$ cat config.mk
export PLATFORM = sky130hd
export DESIGN_NAME = t_intersection_phase_scheduler
export DESIGN_NICKNAME = d
export VERILOG_FILES = /design/src/rtl/t_intersection_phase_scheduler.sv
export SDC_FILE = /design/constraint.sdc
export NUM_CORES = 1
export LEC_CHECK = 0
export ABC_AREA = 1
export CORE_MARGIN = 3
export CORE_UTILIZATION = 56
export CTS_BUF_LIST = sky130_fd_sc_hd__clkbuf_2 sky130_fd_sc_hd__clkbuf_4 sky130_fd_sc_hd__clkbuf_8
export CTS_CLUSTER_SIZE = 14
export DETAILED_ROUTE_END_ITERATION = 10
export PLACE_DENSITY = 0.81
export SYNTH_ARGS = -nofsm -noshare
export SYNTH_HDL_FRONTEND = slang
export SYNTH_SLANG_ARGS = --single-unit
export TNS_END_PERCENT = 1
$ cat constraint.sdc
create_clock -name clk -period 2 [get_ports clk]
set_input_delay 0.4 -clock clk [delete_from_list [all_inputs] [get_ports clk]]
set_output_delay 0.4 -clock clk [all_outputs]
set_load 0.005 [all_outputs]
$ cat src/rtl/t_intersection_phase_scheduler.sv
// Right-of-way sequencer for a T-junction: main/side green, yellow and all-red clearance from a tick prescaler.
// Lamp and walk outputs are registered and change on the same edge as the phase register.
module t_intersection_phase_scheduler #(
    parameter int TICK_DIV = 50000000,
    parameter int MAIN_MIN = 20,
    parameter int SIDE_MIN = 5,
    parameter int SIDE_MAX = 15,
    parameter int YELLOW   = 3,
    parameter int ALL_RED  = 1,
    parameter int PED_WALK = 7
) (
    input  logic       clk,
    input  logic       reset_n,
    input  logic       side_sensor,
    input  logic       ped_button,
    output logic       main_red,
    output logic       main_yellow,
    output logic       main_green,
    output logic       side_red,
    output logic       side_yellow,
    output logic       side_green,
    output logic       ped_walk,
    output logic       ped_dont_walk,
    output logic [2:0] phase
);

    localparam logic [2:0] MAIN_GREEN  = 3'd0;
    localparam logic [2:0] MAIN_YELLOW = 3'd1;
    localparam logic [2:0] ALL_RED_A   = 3'd2;
    localparam logic [2:0] SIDE_GREEN  = 3'd3;
    localparam logic [2:0] SIDE_YELLOW = 3'd4;
    localparam logic [2:0] ALL_RED_B   = 3'd5;

    localparam int PW     = (TICK_DIV > 1) ? $clog2(TICK_DIV) : 1;
    localparam int TMAX_0 = (MAIN_MIN > SIDE_MAX) ? MAIN_MIN : SIDE_MAX;
    localparam int TMAX_1 = (TMAX_0 > YELLOW) ? TMAX_0 : YELLOW;
    localparam int TMAX_2 = (TMAX_1 > ALL_RED) ? TMAX_1 : ALL_RED;
    localparam int TMAX   = (TMAX_2 > PED_WALK) ? TMAX_2 : PED_WALK;
    localparam int TW     = $clog2(TMAX + 1);
    localparam int WALK_T = (PED_WALK > SIDE_MIN) ? PED_WALK : SIDE_MIN;

    localparam logic [PW-1:0] C_DIV_M1      = PW'(TICK_DIV - 1);
    localparam logic [TW-1:0] C_MAIN_MIN_M1 = TW'(MAIN_MIN - 1);
    localparam logic [TW-1:0] C_SIDE_MIN_M1 = TW'(SIDE_MIN - 1);
    localparam logic [TW-1:0] C_WALK_T_M1   = TW'(WALK_T - 1);
    localparam logic [TW-1:0] C_SIDE_MAX_M1 = TW'(SIDE_MAX - 1);
    localparam logic [TW-1:0] C_YELLOW_M1   = TW'(YELLOW - 1);
    localparam logic [TW-1:0] C_ALL_RED_M1  = TW'(ALL_RED - 1);
    localparam logic [TW-1:0] C_PED_WALK    = TW'(PED_WALK);
    localparam logic [TW-1:0] C_TMAX        = TW'(TMAX);

    logic [2:0]    r_state;
    logic [PW-1:0] r_presc;
    logic [TW-1:0] r_timer;
    logic          r_side_pend;
    logic          r_ped_pend;
    logic          r_walk_grant;
    logic          r_main_red, r_main_yellow, r_main_green;
    logic          r_side_red, r_side_yellow, r_side_green;
    logic          r_ped_walk;

    logic          w_tick;
    logic [2:0]    w_next_state;
    logic          w_state_chg;
    logic          w_enter_side;
    logic [TW-1:0] w_tmin_m1;
    logic [TW-1:0] w_timer_nxt;
    logic          w_walk_grant_nxt;
    logic          w_ped_walk_nxt;
    logic [5:0]    w_lamps_nxt;

    assign w_tick    = (r_presc == C_DIV_M1);
    assign w_tmin_m1 = r_walk_grant ? C_WALK_T_M1 : C_SIDE_MIN_M1;

    always_comb begin
        w_next_state = r_state;
        case (r_state)
            MAIN_GREEN:  if (w_tick && (r_timer >= C_MAIN_MIN_M1) && (r_side_pend || r_ped_pend))
                             w_next_state = MAIN_YELLOW;
            MAIN_YELLOW: if (w_tick && (r_timer >= C_YELLOW_M1))  w_next_state = ALL_RED_A;
            ALL_RED_A:   if (w_tick && (r_timer >= C_ALL_RED_M1)) w_next_state = SIDE_GREEN;
            // Green extends tick by tick while a vehicle is present, capped at SIDE_MAX.
            SIDE_GREEN:  if (w_tick && (((r_timer >= w_tmin_m1) && !side_sensor) || (r_timer >= C_SIDE_MAX_M1)))
                             w_next_state = SIDE_YELLOW;
            SIDE_YELLOW: if (w_tick && (r_timer >= C_YELLOW_M1))  w_next_state = ALL_RED_B;
            ALL_RED_B:   if (w_tick && (r_timer >= C_ALL_RED_M1)) w_next_state = MAIN_GREEN;
            default:     w_next_state = MAIN_YELLOW;
        endcase
    end

    assign w_state_chg      = (w_next_state != r_state);
    assign w_enter_side     = (r_state == ALL_RED_A) && (w_next_state == SIDE_GREEN);
    assign w_walk_grant_nxt = w_enter_side ? r_ped_pend : r_walk_grant;

    always_comb begin
        w_timer_nxt = r_timer;
        if (w_state_chg)
            w_timer_nxt = '0;
        else if (w_tick && (r_timer != C_TMAX))
            w_timer_nxt = r_timer + 1'b1;
    end

    assign w_ped_walk_nxt = (w_next_state == SIDE_GREEN) && w_walk_grant_nxt && (w_timer_nxt < C_PED_WALK);

    // {main_red, main_yellow, main_green, side_red, side_yellow, side_green}
    always_comb begin
        w_lamps_nxt = 6'b100_100;
        case (w_next_state)
            MAIN_GREEN:  w_lamps_nxt = 6'b001_100;
            MAIN_YELLOW: w_lamps_nxt = 6'b010_100;
            SIDE_GREEN:  w_lamps_nxt = 6'b100_001;
            SIDE_YELLOW: w_lamps_nxt = 6'b100_010;
            default:     w_lamps_nxt = 6'b100_100;
        endcase
    end

    always_ff @(posedge clk or negedge reset_n) begin
        if (!reset_n) begin
            r_state       <= MAIN_GREEN;
            r_presc       <= '0;
            r_timer       <= '0;
            r_side_pend   <= 1'b0;
            r_ped_pend    <= 1'b0;
            r_walk_grant  <= 1'b0;
            r_main_red    <= 1'b0;
            r_main_yellow <= 1'b0;
            r_main_green  <= 1'b1;
            r_side_red    <= 1'b1;
            r_side_yellow <= 1'b0;
            r_side_green  <= 1'b0;
            r_ped_walk    <= 1'b0;
        end else begin
            r_state      <= w_next_state;
            r_timer      <= w_timer_nxt;
            r_walk_grant <= w_walk_grant_nxt;
            if (w_state_chg || w_tick)
                r_presc <= '0;
            else
                r_presc <= r_presc + 1'b1;
            // Sensor activity during side green only extends that green.
            if (w_enter_side)
                r_side_pend <= 1'b0;
            else if (side_sensor && (r_state != SIDE_GREEN))
                r_side_pend <= 1'b1;
            // A press on the serving edge stays pending for the next cycle.
            if (ped_button)
                r_ped_pend <= 1'b1;
            else if (w_enter_side)
                r_ped_pend <= 1'b0;
            {r_main_red, r_main_yellow, r_main_green,
             r_side_red, r_side_yellow, r_side_green} <= w_lamps_nxt;
            r_ped_walk <= w_ped_walk_nxt;
        end
    end

    assign main_red      = r_main_red;
    assign main_yellow   = r_main_yellow;
    assign main_green    = r_main_green;
    assign side_red      = r_side_red;
    assign side_yellow   = r_side_yellow;
    assign side_green    = r_side_green;
    assign ped_walk      = r_ped_walk;
    assign ped_dont_walk = ~r_ped_walk;
    assign phase         = r_state;

endmodule

==> flow_summary_export.csv, run 1 <==
group,metric,value,unit
grt,grt_use_met1,30.3,%
power_and_ir_drop,vdd_ir_drop_max,0.432,mV
power_and_ir_drop,combPwrFrac,1.7,%
power_and_ir_drop,leakagePower,1.55,nW
power_and_ir_drop,switchingPower,0.324,mW
setup_path,endpoint_kind,"register",
setup_path,r2r_end,"r_presc[19]",
timing,finalMaxSlewViolations,0,
timing,tightest_slew,0.539,ns
cts,clockBufferDepth,2,
drt,initialDrtViolationCount,130,
setup_path,worstPathRequired,2.22,ns
timing,worst_slack,-0.168,ns
grt,track_usage,24.0,%
cts,cts-root-buf,"clkbuf_8",
grt,overflow,0,
drt,route.detailed.drc,0,
setup_path,critical_path_class,"register to register",
finish,multiInputGateArea,1340,µm²
setup_path,rr_startpoint,"r_presc[0]",
finish,fin_util,79.1,%
drt,ant_nets,0,
place,gp_congestion,0.886,
grt,grt_use_met2,39.7,%
place,dp_hpwl,4.18,mm
drt,drt_wl_total,5.81,mm
power_and_ir_drop,internal-power,1.34,mW
finish,regArea,1100,µm²
floorplan,core_area,4170,µm²
timing,slew_headroom,64.1,%
setup_path,reg2reg_slack,-0.17,ns
floorplan,std_cell_rows,23,
cts,clk_latency,0.30,ns
grt,antenna_found_initial,0,
floorplan,die_w,73.3,µm
hold_path,hp-class,"input port to async pin",
floorplan,io_pins,15,
floorplan,die_y,73.3,µm
yosys,yosysSeqAreaShare,43.6,%
yosys,ys_seq_elements,44,
drt,num_vias,2237,
floorplan,initial_core_util,60.7,%
place,io_buffers,14,
cts,clk_pin_slew_worst_paths,0.08,ns
yosys,synth_fp_nets,323,
grt,grt_max_degree,24,
power_and_ir_drop,sw_frac_of_total,19.5,%
timing,fin_crit_sh,108,%
yosys,netlist-cell-type-count,32,
drt,dr.pass1.iters,4,
yosys,synth_area,2530,µm²
cts,cts_sinks,44,
drt,wire_per_inst,13.6,µm
grt,grt_busiest_layer,"met2",
yosys,syn_area_per_cell,8.04,µm²
finish,nets,385,
cts,ctsHoldBuffers,0,
power_and_ir_drop,sequentialPowerShare,53.5,%
yosys,yosysWarnings,0,
setup_path,cp_max_fo,8,
timing,skew,0.00505,ns
power_and_ir_drop,clkPwrFrac,44.8,%
flow_run,maxCapViolCount,0,
grt,grt_pass1_wl,9.89,mm
floorplan,die-area,5370,µm²
power_and_ir_drop,p_per_area,504,nW/µm²
timing,setup_violations,33,
finish,drive_gt1_share,31.5,%
status,status,"finished with violations",
timing,period_minus_slack,2.17,ns
finish,diodes,0,
grt,grt_pass1_vias,2238,
timing,rsz0062_at_grt,"true",
grt,met3_usage,5.88,%
timing,fmax,0.461,GHz
cts,h-tree-depth,2,
finish,fillers,258,
timing,finalHoldViolCount,0,
finish,area_growth,30.2,%
cts,cts_tree,"done",
setup_path,arrival,2.39,ns
timing,hold_slack,0.0732,ns
timing,finalSetupTns,-4.12,ns
setup_path,ff2ff_path_depth,14,
status,violations,"setup timing",
yosys,synth_cells,315,
setup_path,setup.worst_path.start_class,"register",
drt,viasPerCell,5.23,
cts,numCtsBuffers,5,
==> worst max-delay path, stage by stage, from the launching register on <==
cell     delay (ns)
dfrtp_1        0.40
ha_4           0.17
nand3_4        0.11
nor2_4         0.15
nand2_2        0.08
nor2_4         0.17
nand2_1        0.09
nand2_1        0.08
nand2_2        0.07
nor2_4         0.13
nand3_2        0.09
nand2_4        0.12
nand3_4        0.14
buf_12         0.19
nor3_2         0.10
==> sequential cells by signal (all words and copies together) (netlist names) <==
signal / flops
main_green: 1
main_red: 1
main_yellow: 1
ped_walk: 1
phase: 3
r_ped_pend: 1
r_presc: 26
r_side_pend: 1
r_timer: 5
r_walk_grant: 1
side_green: 1
side_red: 1
side_yellow: 1
==> cell usage after synthesis, drive strengths merged <==
cell type,n,area share (%)
a21o,1,0.30
a21oi,7,1.4
buf,3,1.1
dfrtp,42,41
dfstp,2,2.1
ha,4,2.0
inv,46,6.8
nand2,64,10
nand3,22,5.2
nand3b,2,0.59
nand4,5,1.2
nor2,66,13
nor3,13,3.8
nor3b,6,1.8
nor4,3,0.74
o211ai,2,0.59
o21ai,8,1.7
or2,2,0.49
xnor2,5,1.7
xor2,12,4.1
==> routing by layer <==
metal  share of wire, %  wire, µm  up-vias
met1                 44      2530     1048
met4                2.1       124        0
met2                 50      2930       54
li1                   -         -     1121
met5                  0         0        -
met3                3.9       227       14
==> through the flow <==
step           power [mW]  setup slack [ns]  cells  area [µm²]
6_report             1.66            -0.168    428        3300
5_1_grt              1.71            -0.321    428        3300
4_1_cts              1.67           -0.0608    426        3220
3_5_place_dp        0.936            -0.188    416        3040
3_3_place_gp        0.936           -0.0808    416        3040
2_1_floorplan       0.908            0.0768    315        2530
==> final cells by class <==
cell class | count | area share, %
clock buffers | 7 | 2.92
clock inverters | 1 | 0.910
inverters | 46 | 5.23
multi-input cells | 223 | 40.5
flip-flops and latches | 44 | 33.4
well taps | 50 | 1.90
repair buffers | 57 | 15.1
==> power groups by stage <==
stage	Clock (mW)	Combinational (mW)	Sequential (mW)
2_1_floorplan	0	0.00167	0.907
3_3_place_gp	0	0.0293	0.906
3_5_place_dp	0	0.0300	0.906
4_1_cts	0.755	0.0302	0.889
5_1_grt	0.788	0.0328	0.889
6_report	0.744	0.0287	0.889
==> how the worst max path moves through the flow <==
stage | slack, ns | from | cells after the start | end
after floorplan | 0.08 | r_presc[0] | 15 | r_presc[22]
after global placement | -0.08 | side_sensor | 14 | r_presc[13]
after detailed placement | -0.19 | side_sensor | 14 | r_presc[19]
after CTS | -0.06 | r_presc[1] | 14 | r_presc[19]
after global routing | -0.32 | r_presc[0] | 16 | ped_walk
final | -0.17 | r_presc[0] | 14 | r_presc[19]
==> timing repair <==
action                     in CTS  in global routing
gates resized for setup         9                 20
buffers inserted                1                  2
setup endpoints to repair      34                 38
pin swaps                       8                 12
cloned                          1                  0
==> placed cells by master (no fill, tap or decap), types with 3 or more instances in the layout <==
cell / n
nor3_2: 4
nor2_4: 5
nor2_1: 35
o21ai_0: 5
buf_4: 39
nand2_1: 54
clkbuf_8: 7
nor3b_1: 4
xor2_1: 12
nand3_1: 16
nor3_1: 8
clkdlybuf4s50_1: 13
inv_2: 5
dfrtp_1: 42
ha_1: 3
nor2_2: 26
nand3_2: 5
xnor2_1: 5
nor4_1: 3
nand4_1: 5
a21oi_1: 6
inv_1: 41
buf_12: 3
nand2_2: 9
==> kinds of logic after synthesis <==
| logic type | count (synthesis) | share of synthesized area, % |
|---|---|---|
| simple gates | 183 | 36.7 |
| buf+inv | 49 | 7.90 |
| compound gates | 18 | 4.00 |
| fa+ha+maj | 4 | 1.98 |
| flops | 44 | 43.6 |
| xor+xnor | 17 | 5.88 |
Note: power is estimated with default switching activity, not from simulation.
==> run 2: changes to the inputs <==
--- a/config.mk
+++ b/config.mk
@@ -9,7 +9,7 @@
 export CORE_MARGIN = 3
 export CORE_UTILIZATION = 56
 export CTS_BUF_LIST = sky130_fd_sc_hd__clkbuf_2 sky130_fd_sc_hd__clkbuf_4 sky130_fd_sc_hd__clkbuf_8
-export CTS_CLUSTER_SIZE = 14
+export CTS_CLUSTER_SIZE = 16
 export DETAILED_ROUTE_END_ITERATION = 10
 export PLACE_DENSITY = 0.81
 export SYNTH_ARGS = -nofsm -noshare
==> results of run 2 <==
Same layout as run 1: the final DEF is identical, and so are final timing and power.
==> run 3: changes to the inputs <==
--- a/config.mk
+++ b/config.mk
@@ -11,7 +11,7 @@
 export CTS_BUF_LIST = sky130_fd_sc_hd__clkbuf_2 sky130_fd_sc_hd__clkbuf_4 sky130_fd_sc_hd__clkbuf_8
 export CTS_CLUSTER_SIZE = 16
 export DETAILED_ROUTE_END_ITERATION = 10
-export PLACE_DENSITY = 0.81
+export PLACE_DENSITY = 0.88
 export SYNTH_ARGS = -nofsm -noshare
 export SYNTH_HDL_FRONTEND = slang
 export SYNTH_SLANG_ARGS = --single-unit
==> flow_summary_export.csv, run 3 (synthesis gave the netlist of run 1 again) <==
group,metric,value,unit
status,status,"finished with violations",
status,violations,"setup timing",
power_and_ir_drop,vdd_ir_drop_max,0.464,mV
setup_path,cp_max_fo,4,
finish,regMostFlops,"r_presc",
place,gp_congestion,0.921,
drt,initialDrtViolationCount,223,
floorplan,io_pins,15,
floorplan,die_y,73.3,µm
place,io_buffers,14,
timing,rsz0062_at_grt,"true",
drt,viasPerCell,5.49,
floorplan,core_area,4170,µm²
cts,h-tree-depth,2,
finish,largest_reg_flops,26,
grt,antenna_found_initial,0,
drt,wl_met2,3.54,mm
cts,cts-root-buf,"clkbuf_8",
cts,cts_sinks,44,
flow_run,maxCapViolCount,0,
finish,final_common_cell,"nand2_1",
cts,clk_latency,0.30,ns
drt,drt-met1-wl,2.70,mm
cts,numCtsBuffers,5,
timing,period_minus_slack,2.16,ns
setup_path,setup.worst_path.start_class,"register",
drt,ant_nets,0,
setup_path,critical_path_class,"register to register",
grt,overflow,0,
floorplan,std_cell_rows,23,
drt,num_vias,2349,
floorplan,die-area,5370,µm²
grt,track_usage,25.7,%
finish,diodes,0,
cts,clk_pin_slew_worst_paths,0.08,ns
cts,clockBufferDepth,2,
timing,worst_slack,-0.161,ns
place,dp_hpwl,4.43,mm
power_and_ir_drop,leakagePower,1.56,nW
timing,finalHoldViolCount,0,
grt,grt_max_degree,24,
setup_path,endpoint_kind,"register",
timing,finalMaxSlewViolations,0,
timing,fin_crit_sh,108,%
finish,nets,385,
grt,grt_pass1_wl,10.5,mm
grt,grt_pass1_vias,2307,
drt,drt_wl_total,6.83,mm
power_and_ir_drop,p_per_area,479,nW/µm²
finish,final_cell_mix,"52 x nand2_1, 42 x dfrtp_1, 41 x inv_1",
power_and_ir_drop,p_total,1.60,mW
finish,area_growth,31.8,%
cts,cts_tree,"done",
setup_path,arrival,2.39,ns
timing,setup_violations,35,
timing,skew,0.00816,ns
floorplan,die_w,73.3,µm
drt,dr.pass1.iters,5,
drt,dr_wl_met3,395,µm
drt,highest_layer,"met4",
timing,finalSetupTns,-2.90,ns
setup_path,worstPathRequired,2.23,ns
timing,slew_headroom,65.2,%
timing,tightest_slew,0.522,ns
floorplan,initial_core_util,60.7,%
hold_path,hp-class,"input port to async pin",
timing,fmax,0.463,GHz
drt,route.detailed.drc,0,
finish,drive_gt1_share,33.9,%
drt,wire_per_inst,16.0,µm
==> run 3: area by class of cell <==
class	instances	area [µm²]
inverters	46	173
clock buffers	6	76.3
clock inverters	2	35.0
repair buffers	57	487
multi-input cells	223	1400
fillers	257	835
well taps	50	62.6
flip-flops and latches	44	1100
==> run 3: final timing paths <==
| check | from | end | slack (ns) | depth (start not counted) |
|---|---|---|---|---|
| worst max-delay path | r_presc[24] | ped_walk | -0.16 | 16 |
| worst min-delay path | reset_n | r_presc[12] | 0.07 | 1 |
| worst max register to register | r_presc[24] | ped_walk | -0.16 | 16 |
| worst min register to register | r_side_pend | r_side_pend | 0.52 | 2 |
| max in group asynchronous | reset_n | r_presc[3] | 1.43 | 2 |
| min in group clk | r_side_pend | r_side_pend | 0.52 | 2 |
==> run 3: worst max-delay path: stages, from the launching register on <==
cell and delay (ns):
dfrtp_1 0.40, inv_1 0.08, nand2_1 0.09, nor2_2 0.16
nand3_2 0.13, nor2_4 0.19, nand3_1 0.10, nand2_1 0.14
nand2_2 0.09, inv_2 0.07, nand2_2 0.06, nand2_2 0.08
nand2_4 0.07, buf_6 0.14, o211ai_1 0.10, nand2_1 0.08
nor2_1 0.10
==> run 3: timing repair <==
item | CTS | global route
pin swaps | 3 | 5
endpoints found under the setup margin | 30 | 37
hold endpoints to repair | 0 | 0
resized for setup | 10 | 31
hold buffers | 0 | 0
cloned | 1 | 0
setup buffers | 1 | 1
==> run 3: per-stage QoR <==
stage / utilization, % / instance area [µm²] / setup WS, ns / instances / hold slack (ns)
after detailed placement: 72.8 / 3040 / -0.168 / 417 / 0.398
final: 80.0 / 3340 / -0.161 / 428 / 0.0691
after floorplan: - / 2530 / 0.0768 / 315 / 0.104
after global placement: 72.8 / 3040 / -0.0933 / 417 / 0.389
after CTS: 76.9 / 3210 / -0.0578 / 427 / 0.0746
after global routing: 80.0 / 3340 / -0.304 / 428 / 0.0881
==> run 3: metal layers <==
metal / GRT usage, % / up-vias
li1: - / 1115
met1: 31.1 / 1108
met2: 45.1 / 99
met4: 7.99 / 0
met5: 0 / -
met3: 5.75 / 27
==> run 3: report_power, final <==
part	leakage (nW)	switching, mW	internal [mW]
clock	0.0586	0.296	0.384
sequential	0.577	0.0000000000000000791	0.889
combinational	0.920	0.0198	0.00883
==> variant, RTL diff (flow settings as in run 2) <==
Change the parameter `YELLOW` from 3 to 6.
--- a/src/rtl/t_intersection_phase_scheduler.sv
+++ b/src/rtl/t_intersection_phase_scheduler.sv
@@ -5,7 +5,7 @@
     parameter int MAIN_MIN = 20,
     parameter int SIDE_MIN = 5,
     parameter int SIDE_MAX = 15,
-    parameter int YELLOW   = 3,
+    parameter int YELLOW   = 6,
     parameter int ALL_RED  = 1,
     parameter int PED_WALK = 7
 ) (
Behaviour: same outputs for any inputs over 10 cycles, from zero or initial values and one cycle with reset_n low; that may be too few to reach the edited logic, so the function may still have changed.
==> variant against run 2 <==
The flow still finishes with violations (setup timing); setup slack gained 0.030 ns; synthesized area is 2.4% higher; sequential cell count did not move; sequential power hardly changed; routed wire length rose by 14%; power down 1.2%; cell area grew 4.9%; final cell count rose by 6.8%; combinational power shrank 5%; utilization shrank 0.67 points; highest routed layer unchanged.
==> variant: results (changes against run 2) <==
FFs w/ async S/R, synth=1.00 (unchanged); Wirelength per Cell=14.5 µm (+7.0%); crit path max fanout=5 (-3); final net count=413 (+7.3%); status=finished, violations left; DR pass1 iterations=5 (+1); Seq/Total Area, Yosys=0.425 (-0.0103); Lkg Pwr=1.67 nW (+7.1%); slew margin rel.=0.663 (+0.0224); first-pass GRT wire length=11100 µm (+13%); hpwl dp=4370 µm (+4.6%); Worst Reg-to-Reg Cells=16 (+2); vias in the first global route=2490 (+11%); Clock Power Share=0.442 (-0.006); Critical Path AT=2.36 ns (-0.03 ns); dominant cells by area after synthesis=dfrtp_1 (41%), nand2_1 (8.4%), inv_1 (8.1%), nor2_1 (7.4%), nor2_2 (6.0%); syn_nets=342 (+5.9%); synth cell count leaders=nand2_1 (58), inv_1 (56), nor2_1 (51); global-route usage over all layers=0.265 (+0.0252); clk_skew=0.0131 ns (+0.00801 ns); Placement Cell Area=3080 µm² (+1.2%); Psw=0.000336 W (+3.9%); largest net degree at the start of global routing=25 (+4.2%); worst setup margin=-0.139 ns (+0.0295 ns); DR iter-0 viols=168 (+29%); share of post-route cells with drive strength above 1=0.328 (+0.0136); DR vias/cell=5.31 (+1.6%); PwrDens=474 nW/µm² (-5.8%); combinational power=0.0000272 W (-5%); failing checks=setup timing; routability-driven placement congestion ratio=0.854 (-3.6%); number of setup violations in the final report=30 (-9.1%); # fillers=298 (+16%)
-- variant: cell types whose count changed in the layout (fill, tap and decap cells not counted), moves of 4 or more --
| cell | before | now |
|---|---|---|
| inv_1 | 41 | 51 |
| nor2_1 | 35 | 45 |
| buf_6 | 1 | 8 |
| buf_4 | 39 | 44 |
| nand4_1 | 5 | 10 |
| a21oi_1 | 6 | 2 |
| nor2_2 | 26 | 30 |
| o21ai_1 | 1 | 5 |
-- variant: metrics by stage --
step,instances,hold WS (ns),utilization,setup WS (ns),setup TNS [ns]
6_report,457,0.0475,0.784,-0.139,-2.77
3_5_place_dp,435,0.396,0.697,-0.160,-3.05
2_1_floorplan,333,0.104,-,0.0485,0
4_1_cts,452,0.0656,0.753,-0.0881,-1.71
3_3_place_gp,435,0.395,0.697,-0.117,-1.81
5_1_grt,457,0.0848,0.784,-0.275,-7.27
-- variant: cells by family after synthesis --
kind of cell / Yosys count / share of synthesized area
and+or+nand+nor: 187 / 0.354
buffers and inverters: 61 / 0.0945
DFF: 44 / 0.425
AOI/OAI and AO/OA: 18 / 0.0410
xor gates and xnor gates: 18 / 0.0608
adders and majority gates: 5 / 0.0241
-- variant: path summary, 6_finish.rpt --
path / from / endpoint / slack, ns
setup / recovery: r_timer[1] / r_presc[6] / -0.14
hold / removal: reset_n / ped_walk / 0.05
setup reg to reg: r_timer[1] / r_presc[6] / -0.14
hold reg to reg: r_side_pend / r_side_pend / 0.53
max in group asynchronous: reset_n / main_green / 1.37
min in group clk: r_side_pend / r_side_pend / 0.53
-- variant: layer usage --
layer | GRT usage | part of all wire | vias up
met5 | 0 | 0 | -
met3 | 0.0500 | 0.040 | 14
met1 | 0.336 | 0.42 | 1162
met2 | 0.453 | 0.53 | 79
met4 | 0.0926 | 0.016 | 0
li1 | - | - | 1172
-- variant: area by class of cell --
type                            count  area share
Multi-Input combinational cell    229       0.399
Sequential cell                    44       0.319
Timing Repair Buffer               67       0.166
Inverter                           57      0.0618
Clock buffer                        6      0.0239
Tap cell                           52      0.0188
Clock inverter                      2      0.0112
-- variant: critical path, stage by stage (launching register included) --
cell and delay, ns:
dfrtp_1 0.39, inv_2 0.06, ha_1 0.29, inv_1 0.05, nor2_1 0.03, nand2_1 0.06
nand2_1 0.05, nand2_1 0.07, nand2_2 0.07, nand3_2 0.08, nand2_2 0.06, buf_4 0.15
o211ai_1 0.07, buf_4 0.18, buf_4 0.13, nand2_1 0.12, nor3_1 0.17
-- variant: what timing repair did --
item,CTS,global route
gates resized for setup,19,29
hold buffers,0,0
buffers inserted,8,5
pin swaps,11,22
gates cloned,1,0
setup endpoints to repair,33,41
